**src/rtl/mda_adc_ltc2308_spi_if.sv**
```systemverilog
// Sequencer handshake plus LTC2308 serial pins for the depth-sensor ADC engine.
// The slave modport is the conversion engine; the master modport is its environment.
interface mda_adc_ltc2308_spi_if;
  logic        measure_start;
  logic [2:0]  measure_ch;
  logic        measure_done;
  logic [11:0] measure_dataread;
  logic        ADC_CONVST;
  logic        ADC_SCK;
  logic        ADC_SDI;
  logic        ADC_SDO;

  modport slave (
    input  measure_start,
    input  measure_ch,
    input  ADC_SDO,
    output measure_done,
    output measure_dataread,
    output ADC_CONVST,
    output ADC_SCK,
    output ADC_SDI
  );

  modport master (
    output measure_start,
    output measure_ch,
    output ADC_SDO,
    input  measure_done,
    input  measure_dataread,
    input  ADC_CONVST,
    input  ADC_SCK,
    input  ADC_SDI
  );
endinterface

```
**src/rtl/mda_adc_ltc2308_spi.sv**
```systemverilog
// LTC2308 conversion engine: CONVST pulse, conversion wait, then a 12-pulse SPI
// exchange sending the 6-bit channel config while capturing the 12-bit result.
module mda_adc_ltc2308_spi #(
  parameter int CLK_DIV       = 1,
  parameter int CONVST_CYCLES = 2,
  parameter int CONV_CYCLES   = 64
) (
  input  logic                      adc_clk,
  input  logic                      adc_reset_n,
  mda_adc_ltc2308_spi_if.slave      bus
);

  localparam int DATA_W = 12;
  localparam int CFG_W  = 6;

  localparam logic [7:0] CONVST_LAST = 8'(CONVST_CYCLES - 1);
  localparam logic [7:0] CONV_LAST   = 8'(CONV_CYCLES - 1);
  localparam logic [7:0] DIV_LAST    = 8'(CLK_DIV - 1);
  localparam logic [3:0] LAST_PULSE  = 4'(DATA_W);

  typedef enum logic [1:0] {
    ST_IDLE,
    ST_CONVST,
    ST_CONV_WAIT,
    ST_SHIFT
  } state_t;

  // Single-ended, unipolar, no sleep; channel bits are ordered odd/sign, S1, S0.
  function automatic logic [CFG_W-1:0] cfg_word(input logic [2:0] ch);
    return {1'b1, ch[0], ch[2], ch[1], 1'b1, 1'b0};
  endfunction

  state_t              state_q, state_d;
  logic [7:0]          cnt_q, cnt_d;
  logic [3:0]          rise_q, rise_d;
  logic                convst_q, convst_d;
  logic                sck_q, sck_d;
  logic                sdi_q, sdi_d;
  logic [DATA_W-1:0]   data_q, data_d;
  logic                done_q, done_d;
  logic                prev_start_q, prev_start_d;
  logic [DATA_W-1:0]   shift_q, shift_d;
  logic [CFG_W-1:0]    cfg_q, cfg_d;
  logic                start_edge;

  assign start_edge = bus.measure_start & ~prev_start_q;

  // Control and visible outputs; prev_start resets high so a start held through
  // reset release is not mistaken for a fresh request.
  always_ff @(posedge adc_clk) begin
    if (!adc_reset_n) begin
      state_q      <= ST_IDLE;
      cnt_q        <= '0;
      rise_q       <= '0;
      convst_q     <= 1'b0;
      sck_q        <= 1'b0;
      sdi_q        <= 1'b0;
      data_q       <= '0;
      done_q       <= 1'b0;
      prev_start_q <= 1'b1;
    end else begin
      state_q      <= state_d;
      cnt_q        <= cnt_d;
      rise_q       <= rise_d;
      convst_q     <= convst_d;
      sck_q        <= sck_d;
      sdi_q        <= sdi_d;
      data_q       <= data_d;
      done_q       <= done_d;
      prev_start_q <= prev_start_d;
    end
  end

  always_ff @(posedge adc_clk) begin
    shift_q <= shift_d;
    cfg_q   <= cfg_d;
  end

  always_comb begin
    state_d      = state_q;
    cnt_d        = cnt_q;
    rise_d       = rise_q;
    convst_d     = convst_q;
    sck_d        = sck_q;
    sdi_d        = sdi_q;
    data_d       = data_q;
    done_d       = done_q;
    shift_d      = shift_q;
    cfg_d        = cfg_q;
    prev_start_d = bus.measure_start;

    case (state_q)
      ST_IDLE: begin
        if (start_edge) begin
          convst_d = 1'b1;
          done_d   = 1'b0;
          cfg_d    = cfg_word(bus.measure_ch);
          cnt_d    = '0;
          state_d  = ST_CONVST;
        end
      end

      ST_CONVST: begin
        if (cnt_q == CONVST_LAST) begin
          convst_d = 1'b0;
          cnt_d    = '0;
          state_d  = ST_CONV_WAIT;
        end else begin
          cnt_d = cnt_q + 8'd1;
        end
      end

      ST_CONV_WAIT: begin
        if (cnt_q == CONV_LAST) begin
          sdi_d   = cfg_q[CFG_W-1];
          cnt_d   = '0;
          rise_d  = '0;
          state_d = ST_SHIFT;
        end else begin
          cnt_d = cnt_q + 8'd1;
        end
      end

      ST_SHIFT: begin
        if (cnt_q == DIV_LAST) begin
          cnt_d = '0;
          sck_d = ~sck_q;
          if (!sck_q) begin
            // SDO has been settled for a full low half-period at this edge.
            rise_d  = rise_q + 4'd1;
            shift_d = {shift_q[DATA_W-2:0], bus.ADC_SDO};
          end else if (rise_q == LAST_PULSE) begin
            data_d  = shift_q;
            done_d  = 1'b1;
            sdi_d   = 1'b0;
            state_d = ST_IDLE;
          end else begin
            // Config shifts out MSB first; zero fill drives SDI low after bit 0.
            cfg_d = {cfg_q[CFG_W-2:0], 1'b0};
            sdi_d = cfg_q[CFG_W-2];
          end
        end else begin
          cnt_d = cnt_q + 8'd1;
        end
      end

      default: state_d = ST_IDLE;
    endcase
  end

  // Masking done with start keeps a stale result from pairing with a new request.
  assign bus.measure_done     = done_q & ~bus.measure_start;
  assign bus.measure_dataread = data_q;
  assign bus.ADC_CONVST       = convst_q;
  assign bus.ADC_SCK          = sck_q;
  assign bus.ADC_SDI          = sdi_q;

endmodule
```
**src/flat_wrapper.sv**
```systemverilog
// flat-port wrapper written by rule: the top's interface ports become plain ports
module mda_adc_ltc2308_spi_flat 
#(
  parameter int CLK_DIV       = 1,
  parameter int CONVST_CYCLES = 2,
  parameter int CONV_CYCLES   = 64
)
  (adc_clk, adc_reset_n, bus_measure_start, bus_measure_ch, bus_ADC_SDO, bus_measure_done, bus_measure_dataread, bus_ADC_CONVST, bus_ADC_SCK, bus_ADC_SDI);
  mda_adc_ltc2308_spi_if bus_i ();
  input  logic adc_clk;
  input  logic adc_reset_n;
  input wire logic [$bits(bus_i.measure_start)-1:0] bus_measure_start;
  input wire logic [$bits(bus_i.measure_ch)-1:0] bus_measure_ch;
  input wire logic [$bits(bus_i.ADC_SDO)-1:0] bus_ADC_SDO;
  output wire logic [$bits(bus_i.measure_done)-1:0] bus_measure_done;
  output wire logic [$bits(bus_i.measure_dataread)-1:0] bus_measure_dataread;
  output wire logic [$bits(bus_i.ADC_CONVST)-1:0] bus_ADC_CONVST;
  output wire logic [$bits(bus_i.ADC_SCK)-1:0] bus_ADC_SCK;
  output wire logic [$bits(bus_i.ADC_SDI)-1:0] bus_ADC_SDI;
  assign bus_i.measure_start = bus_measure_start;
  assign bus_i.measure_ch = bus_measure_ch;
  assign bus_i.ADC_SDO = bus_ADC_SDO;
  assign bus_measure_done = bus_i.measure_done;
  assign bus_measure_dataread = bus_i.measure_dataread;
  assign bus_ADC_CONVST = bus_i.ADC_CONVST;
  assign bus_ADC_SCK = bus_i.ADC_SCK;
  assign bus_ADC_SDI = bus_i.ADC_SDI;
  mda_adc_ltc2308_spi #(.CLK_DIV(CLK_DIV), .CONVST_CYCLES(CONVST_CYCLES), .CONV_CYCLES(CONV_CYCLES)) u_core (.adc_clk(adc_clk), .adc_reset_n(adc_reset_n), .bus(bus_i));
endmodule
```
**config.mk**
```make
export PLATFORM = sky130hd
export DESIGN_NAME = mda_adc_ltc2308_spi_flat
export DESIGN_NICKNAME = d
export VERILOG_FILES = /design/src/rtl/mda_adc_ltc2308_spi_if.sv /design/src/rtl/mda_adc_ltc2308_spi.sv /design/src/flat_wrapper.sv
export SDC_FILE = /design/constraint.sdc
export NUM_CORES = 1
export LEC_CHECK = 0
export BUFFER_PORTS_ARGS = -buffer_cell sky130_fd_sc_hd__buf_2
export CAP_MARGIN = 20
export CORE_MARGIN = 1.5
export CORE_UTILIZATION = 30
export DETAILED_ROUTE_END_ITERATION = 8
export GPL_ROUTABILITY_DRIVEN = 1
export PLACE_DENSITY = 0.55
export SLEW_MARGIN = 40
export SYNTH_ARGS = -nofsm -noshare
export SYNTH_HDL_FRONTEND = slang
export SYNTH_SLANG_ARGS = --single-unit
```
**constraint.sdc**
```tcl
create_clock -name adc_clk -period 5.4 [get_ports adc_clk]
set_input_delay 0.81 -clock adc_clk [delete_from_list [all_inputs] [get_ports adc_clk]]
set_output_delay 0.81 -clock adc_clk [all_outputs]
set_load 0.1 [all_outputs]
```
==> metrics.md, run 1 <==
| Metric | Value |
|---|---|
| Status | `completed` |
| Worst slew pin tran | `0.658 ns` |
| Drt first-iter violations | `55` |
| Yosys top cell area share | `0.285` |
| Final WL | `4020 um` |
| TNS Setup | `0 ns` |
| Ranking of synthesized cells by area | `dfxtp_1, edfxtp_1, mux2i_1` |
| TritonRoute pass-1 iters | `4` |
| Die area | `7790 um2` |
| Mapped Area | `2180 um2` |
| Post_cts resized | `0` |
| RSZ-0062 raised after global routing | `no` |
| Post-Synthesis Cells | `197` |
| Setup CP Type | `input pin to output pin` |
| Worst hold path type | `flip-flop to flip-flop` |
| GRT Util Overall | `0.113` |
| Hold path depth | `0` |
| Setup Skew | `0.00908 ns` |
| Nets | `238` |
| Final non-filler cell total | `318` |
| LEAKAGE | `0.000902 uW` |
| Reg-to-Reg Start | `u_core.state_q[0]$_SDFFE_PN0P_` |
| Clock root buffer | `clkbuf_8` |
| Fin. Hold Viols | `0` |
| CP startpoint kind | `input pin` |
| Reg2reg end | `u_core.cnt_q[2]$_SDFFE_PN0N_` |
| CTS Buf Count | `5` |
| Fill cell count | `701` |
| Grt ovf | `0` |
| Via density | `4.60` |
| CTS sink cnt | `48` |
| Vias in the first global route | `1,385` |
| Setup slack, reg-to-reg | `3.15 ns` |
| Rel. slew slack | `0.561` |
| Hold Crit Endpoint | `u_core.shift_q[3]$_DFFE_PP_` |
| Starting Density | `0.316` |
| Initial antenna violation count | `0` |
| Max cap viols | `0` |
| Period Utilization, post-route | `0.418` |
| Hold Crit Start | `u_core.shift_q[2]$_DFFE_PP_` |
| Warnings, synthesis | `0` |
| Syn_nets | `214` |
| Placed Cells | `309` |
| Die Span Y | `88.2 um` |
| Register area share after synthesis | `0.519` |
| GP Congestion | `0.742` |
| Max Slew Vio Count | `0` |
| Worst path arrival time | `1.45 ns` |
| Worst r2r path cells | `6` |
| Global-route wire length before repair | `6760 um` |
| Worst Path Max Fanout | `4` |
| Most common library cell in the layout ignoring fill and taps | `dfxtp_1` |
| Routed vias | `1,462` |
| Worst Setup End Kind | `output pin` |
| Crit path launch | `bus_measure_start` |
| Post-DP HPWL | `2730 um` |
| FF+latch count, synth | `48` |
| # diodes | `0` |
| Core Box Area | `6910 um2` |
| Area grow syn2layout | `14.5%` |
| Worst path required time | `4.59 ns` |
| VDD IR max | `0.169 mV` |
| Setup-failing EPs final | `0` |
| Clock transition at the registers of the reported paths | `0.10 ns` |
| I/O Pins | `23` |
| Die span in x | `88.2 um` |
| Yosys top cell by area | `dfxtp_1` |
| DR WL/cell | `12.6 um` |
| Crit path time final | `2.26 ns` |
| H-tree levels | `2` |
| Post-CTS Hold Fix Bufs | `0` |
| Ratio of cells with drive above 1 in the final layout | `0.203` |
| Max Fclk | `0.443 GHz` |
| Netlist cell types | `37` |
| Maximum clock path buffer count | `2` |
| Port Buffers | `22` |
| Largest net degree at the start of global routing | `32` |
| CTS tree | `yes` |
| Average size of a mapped cell | `11.1 um2` |
| Most frequent cells in the layout | `dfxtp_1, buf_2, edfxtp_1` |
| P per Cell Area | `339 nW/um2` |
| Rows | `30` |
| # Post-CTS Setup Buffers | `0` |
| Later-pin clock latency in the skew report | `0.31 ns` |
| DRC violations left | `0` |
| Final ANT Viol Nets | `0` |
==> layout make-up <==
cell class / instances / area [um2] / area share
flip-flops and latches: 48 / 1130 / 0.453
multi-input cells: 132 / 966 / 0.387
repair buffers: 23 / 121 / 0.0486
well taps: 96 / 120 / 0.0481
clock buffers: 5 / 68.8 / 0.0276
clock inverters: 3 / 47.5 / 0.0190
inverters: 11 / 41.3 / 0.0165
==> cell families (layout without fill, tap and decap cells) <==
group           after synthesis  after routing  share of synthesized area
xor+xnor                      5              5                     0.0201
fa+ha+maj                    10             10                     0.0574
compound gates               30             30                     0.0982
simple gates                 69             69                      0.182
mux                          18             18                     0.0844
flops                        48             48                      0.519
buf+inv                      17             42                     0.0390
==> stage by stage <==
step / util / hold slack, ns / worst slack (ns) / cell area [um2] / total power [uW]
finish: 0.361 / 0.454 / 3.14 / 2500 / 845
global route: 0.361 / 0.475 / 2.90 / 2500 / 889
CTS: 0.360 / 0.456 / 3.10 / 2480 / 858
detailed placement: 0.343 / 0.439 / 3.13 / 2370 / 587
global placement: 0.343 / 0.438 / 2.95 / 2370 / 589
floorplan: - / 0.426 / 2.44 / 2180 / 550
==> critical path, cell delays in order <==
cell and delay (ns):
buf_2 0.12, nor2b_1 0.09, buf_2 0.43
==> where the power goes <==
| part | switching (uW) | leakage (uW) | internal, uW |
|---|---|---|---|
| Sequential | 12.5 | 0.000399 | 400 |
| Combinational | 116 | 0.000445 | 51.0 |
| Clock | 126 | 0.0000583 | 140 |
==> flip-flops by register name, summed over array words and instances (netlist names) <==
name,count
u_core.cnt_q,8
u_core.shift_q,12
u_core.bus.measure_dataread,12
u_core.prev_start_q,1
u_core.bus.ADC_SDI,1
u_core.bus.ADC_CONVST,1
u_core.bus.ADC_SCK,1
u_core.done_q,1
u_core.cfg_q,5
u_core.state_q,2
u_core.rise_q,4
==> cells in the mapped netlist (all sizes together) <==
| master | count |
|---|---|
| mux2 | 3 |
| nand3 | 14 |
| inv | 11 |
| nand2b | 5 |
| nand2 | 13 |
| buf | 2 |
| nor4 | 1 |
| dfxtp | 31 |
| mux2i | 15 |
| o21a | 1 |
| nor2 | 10 |
| nand4 | 3 |
| a311oi | 1 |
| a21oi | 5 |
| xor2 | 3 |
| ha | 10 |
| and3 | 1 |
| a21boi | 3 |
| a41o | 1 |
| clkbuf | 4 |
| xnor2 | 2 |
| and2 | 5 |
| o21ai | 11 |
| o211ai | 1 |
| nor2b | 14 |
| a31o | 2 |
| nor3 | 2 |
| nand4b | 1 |
| edfxtp | 17 |
| o41ai | 1 |
| o32ai | 1 |
| a31oi | 3 |
==> how the worst max path moves through the flow <==
| stage | endpoint | slack, ns | cells after the start |
|---|---|---|---|
| after global routing | u_core.rise_q[3]$_SDFFE_PN0P_ | 2.90 | 5 |
| after floorplan | bus_measure_done | 2.44 | 1 |
| after detailed placement | u_core.bus.measure_dataread[4]$_SDFFE_PN0P_ | 3.13 | 5 |
| final | bus_measure_done | 3.14 | 3 |
| after global placement | u_core.rise_q[3]$_SDFFE_PN0P_ | 2.95 | 5 |
| after CTS | u_core.bus.measure_dataread[0]$_SDFFE_PN0P_ | 3.10 | 5 |
==> layer usage <==
layer / GRT usage / vias up / routed length, um
met5: 0 / - / 0
met4: 0.0469 / 0 / 73
met3: 0.0326 / 7 / 166
met2: 0.163 / 22 / 1700
met1: 0.159 / 696 / 2070
li1: - / 737 / -
No activity file was read; power rests on OpenSTA's default activity.
==> run 2: changes to the inputs <==
Clock period 5.4 ns to 2.2 ns, I/O delays scaled along.
==> run 2 against run 1 <==
Against the previous run:
- non-clock buffer count increased by 6
- register-to-register slack got worse by 2.9 ns
- clock power increased by 94%
- total power increased by 130%
- utilization increased by 0.14 points
- critical path depth increased by 4
- count of clock-buffer cells in the layout unchanged
- first-iteration DRC count decreased by 1.8%
- sequential share of layout area decreased by 0.18 points
- via count increased by 1.6%
==> metrics.md, run 2 (same netlist as run 1, synthesis figures left out) <==
| Metric | Value |
|---|---|
| Max cap viols | `0` |
| Starting Density | `0.316` |
| P per Cell Area | `784 nW/um2` |
| Routed vias | `1,485` |
| Via density | `4.58` |
| CP startpoint kind | `flip-flop` |
| Worst Path Max Fanout | `8` |
| Period Utilization, post-route | `0.884` |
| # Post-CTS Setup Buffers | `0` |
| Fin. Hold Viols | `0` |
| Post-CTS Hold Fix Bufs | `0` |
| LEAKAGE | `0.000920 uW` |
| VDD IR max | `0.360 mV` |
| Die Span Y | `88.2 um` |
| Clock root buffer | `clkbuf_8` |
| H-tree levels | `2` |
| Most common library cell in the layout ignoring fill and taps | `dfxtp_1` |
| Drt first-iter violations | `54` |
| Setup-failing EPs final | `0` |
| TNS Setup | `0 ns` |
| Rel. slew slack | `0.681` |
| Post-DP HPWL | `2810 um` |
| TritonRoute pass-1 iters | `5` |
| Vias in the first global route | `1,459` |
| Worst Setup End Kind | `flip-flop` |
| CP cell instances | `ha_1, nand2_1, o41ai_4, buf_4, a31oi_1, o21ai_2, nor2_1` |
| Setup Skew | `0.00594 ns` |
| Final non-filler cell total | `324` |
| Max Slew Vio Count | `0` |
| RSZ-0062 raised after global routing | `no` |
| Port Buffers | `22` |
| Grt ovf | `0` |
| Post_cts resized | `0` |
| CTS sink cnt | `48` |
| CTS Buf Count | `5` |
| Worst path buffer plus inverter count | `1` |
| Rows | `30` |
| Initial antenna violation count | `0` |
| GP Congestion | `0.787` |
| Worst hold path type | `input pin to flip-flop` |
| Largest net degree at the start of global routing | `21` |
| Setup CP Type | `flip-flop to flip-flop` |
| Slowest cell on crit path | `dfxtp_1` |
| CTS tree | `yes` |
| Critical path's top delay family | `compound AO/OA/AOI/OAI gates` |
| Clock transition at the registers of the reported paths | `0.09 ns` |
| Later-pin clock latency in the skew report | `0.30 ns` |
| GRT Util Overall | `0.115` |
| DRC violations left | `0` |
| Fill cell count | `761` |
| Nets | `244` |
| Core Box Area | `6910 um2` |
| Placed Cells | `314` |
| DR WL/cell | `12.6 um` |
| Ratio of cells with drive above 1 in the final layout | `0.219` |
| Area of the multi-input gates | `963 um2` |
| Worst path arrival time | `2.13 ns` |
| Die area | `7790 um2` |
| I/O Pins | `23` |
| Sequential cell area | `1130 um2` |
| Crit path time final | `1.94 ns` |
| Final ANT Viol Nets | `0` |
| # diodes | `0` |
| Worst path required time | `2.39 ns` |
| Global-route wire length before repair | `6960 um` |
| Maximum clock path buffer count | `2` |
| Die span in x | `88.2 um` |
| Area grow syn2layout | `15.0%` |
| Max Fclk | `0.514 GHz` |
| Status | `completed` |
| Worst slew pin tran | `0.477 ns` |
| Final WL | `4090 um` |
| Worst path max stage delay | `0.42 ns` |
| Most frequent cells in the layout | `dfxtp_1, buf_2, edfxtp_1` |
run 2: layout make-up:
class                      count  area share
sequential                    48       0.451
multi-input combinational    132       0.384
timing repair buffer          29      0.0649
tap                           96      0.0479
clock buffer                   5      0.0275
inverter                      11      0.0165
clock inverter                 3     0.00749
run 2: worst register-to-register path: stages (launching register included):
cell,delay (ns)
dfxtp_1,0.42
ha_1,0.27
nand2_1,0.13
o41ai_4,0.29
buf_4,0.20
a31oi_1,0.19
o21ai_2,0.27
nor2_1,0.08
run 2: metrics by stage:
stage	hold slack (ns)	setup WS (ns)	cell area [um2]	total power (uW)	utilization
2_1_floorplan	0.426	0.0934	2180	1350	-
3_3_place_gp	0.436	0.168	2400	1460	0.348
3_5_place_dp	0.436	0.176	2400	1460	0.348
4_1_cts	0.203	0.147	2490	1990	0.361
5_1_grt	0.200	0.0944	2510	2070	0.363
6_report	0.219	0.256	2510	1960	0.363
run 2: where the power goes:
part | internal, uW | switching [uW] | total (uW)
Combinational | 149 | 288 | 437
Clock | 222 | 295 | 517
Sequential | 981 | 30.4 | 1010
Total | 1350 | 613 | 1960
run 2: per-layer routing:
layer  vias to the layer above  wire [um]  track usage
li1                        749          -            -
met1                       708       2090        0.159
met2                        26       1840        0.176
met3                         2        140       0.0289
met4                         0         17       0.0384
met5                         -          0            0
run 2: final timing paths:
| check | start | end | slack, ns | depth (start not counted) |
|---|---|---|---|---|
| max reg2reg | u_core.cnt_q[0]$_SDFFE_PN0N_ | u_core.cnt_q[4]$_SDFFE_PN0N_ | 0.26 | 7 |
| min | bus_ADC_SDO | u_core.shift_q[0]$_DFFE_PP_ | 0.22 | 1 |
| max | u_core.cnt_q[0]$_SDFFE_PN0N_ | u_core.cnt_q[4]$_SDFFE_PN0N_ | 0.26 | 7 |
| min reg2reg | u_core.shift_q[6]$_DFFE_PP_ | u_core.shift_q[7]$_DFFE_PP_ | 0.46 | 0 |
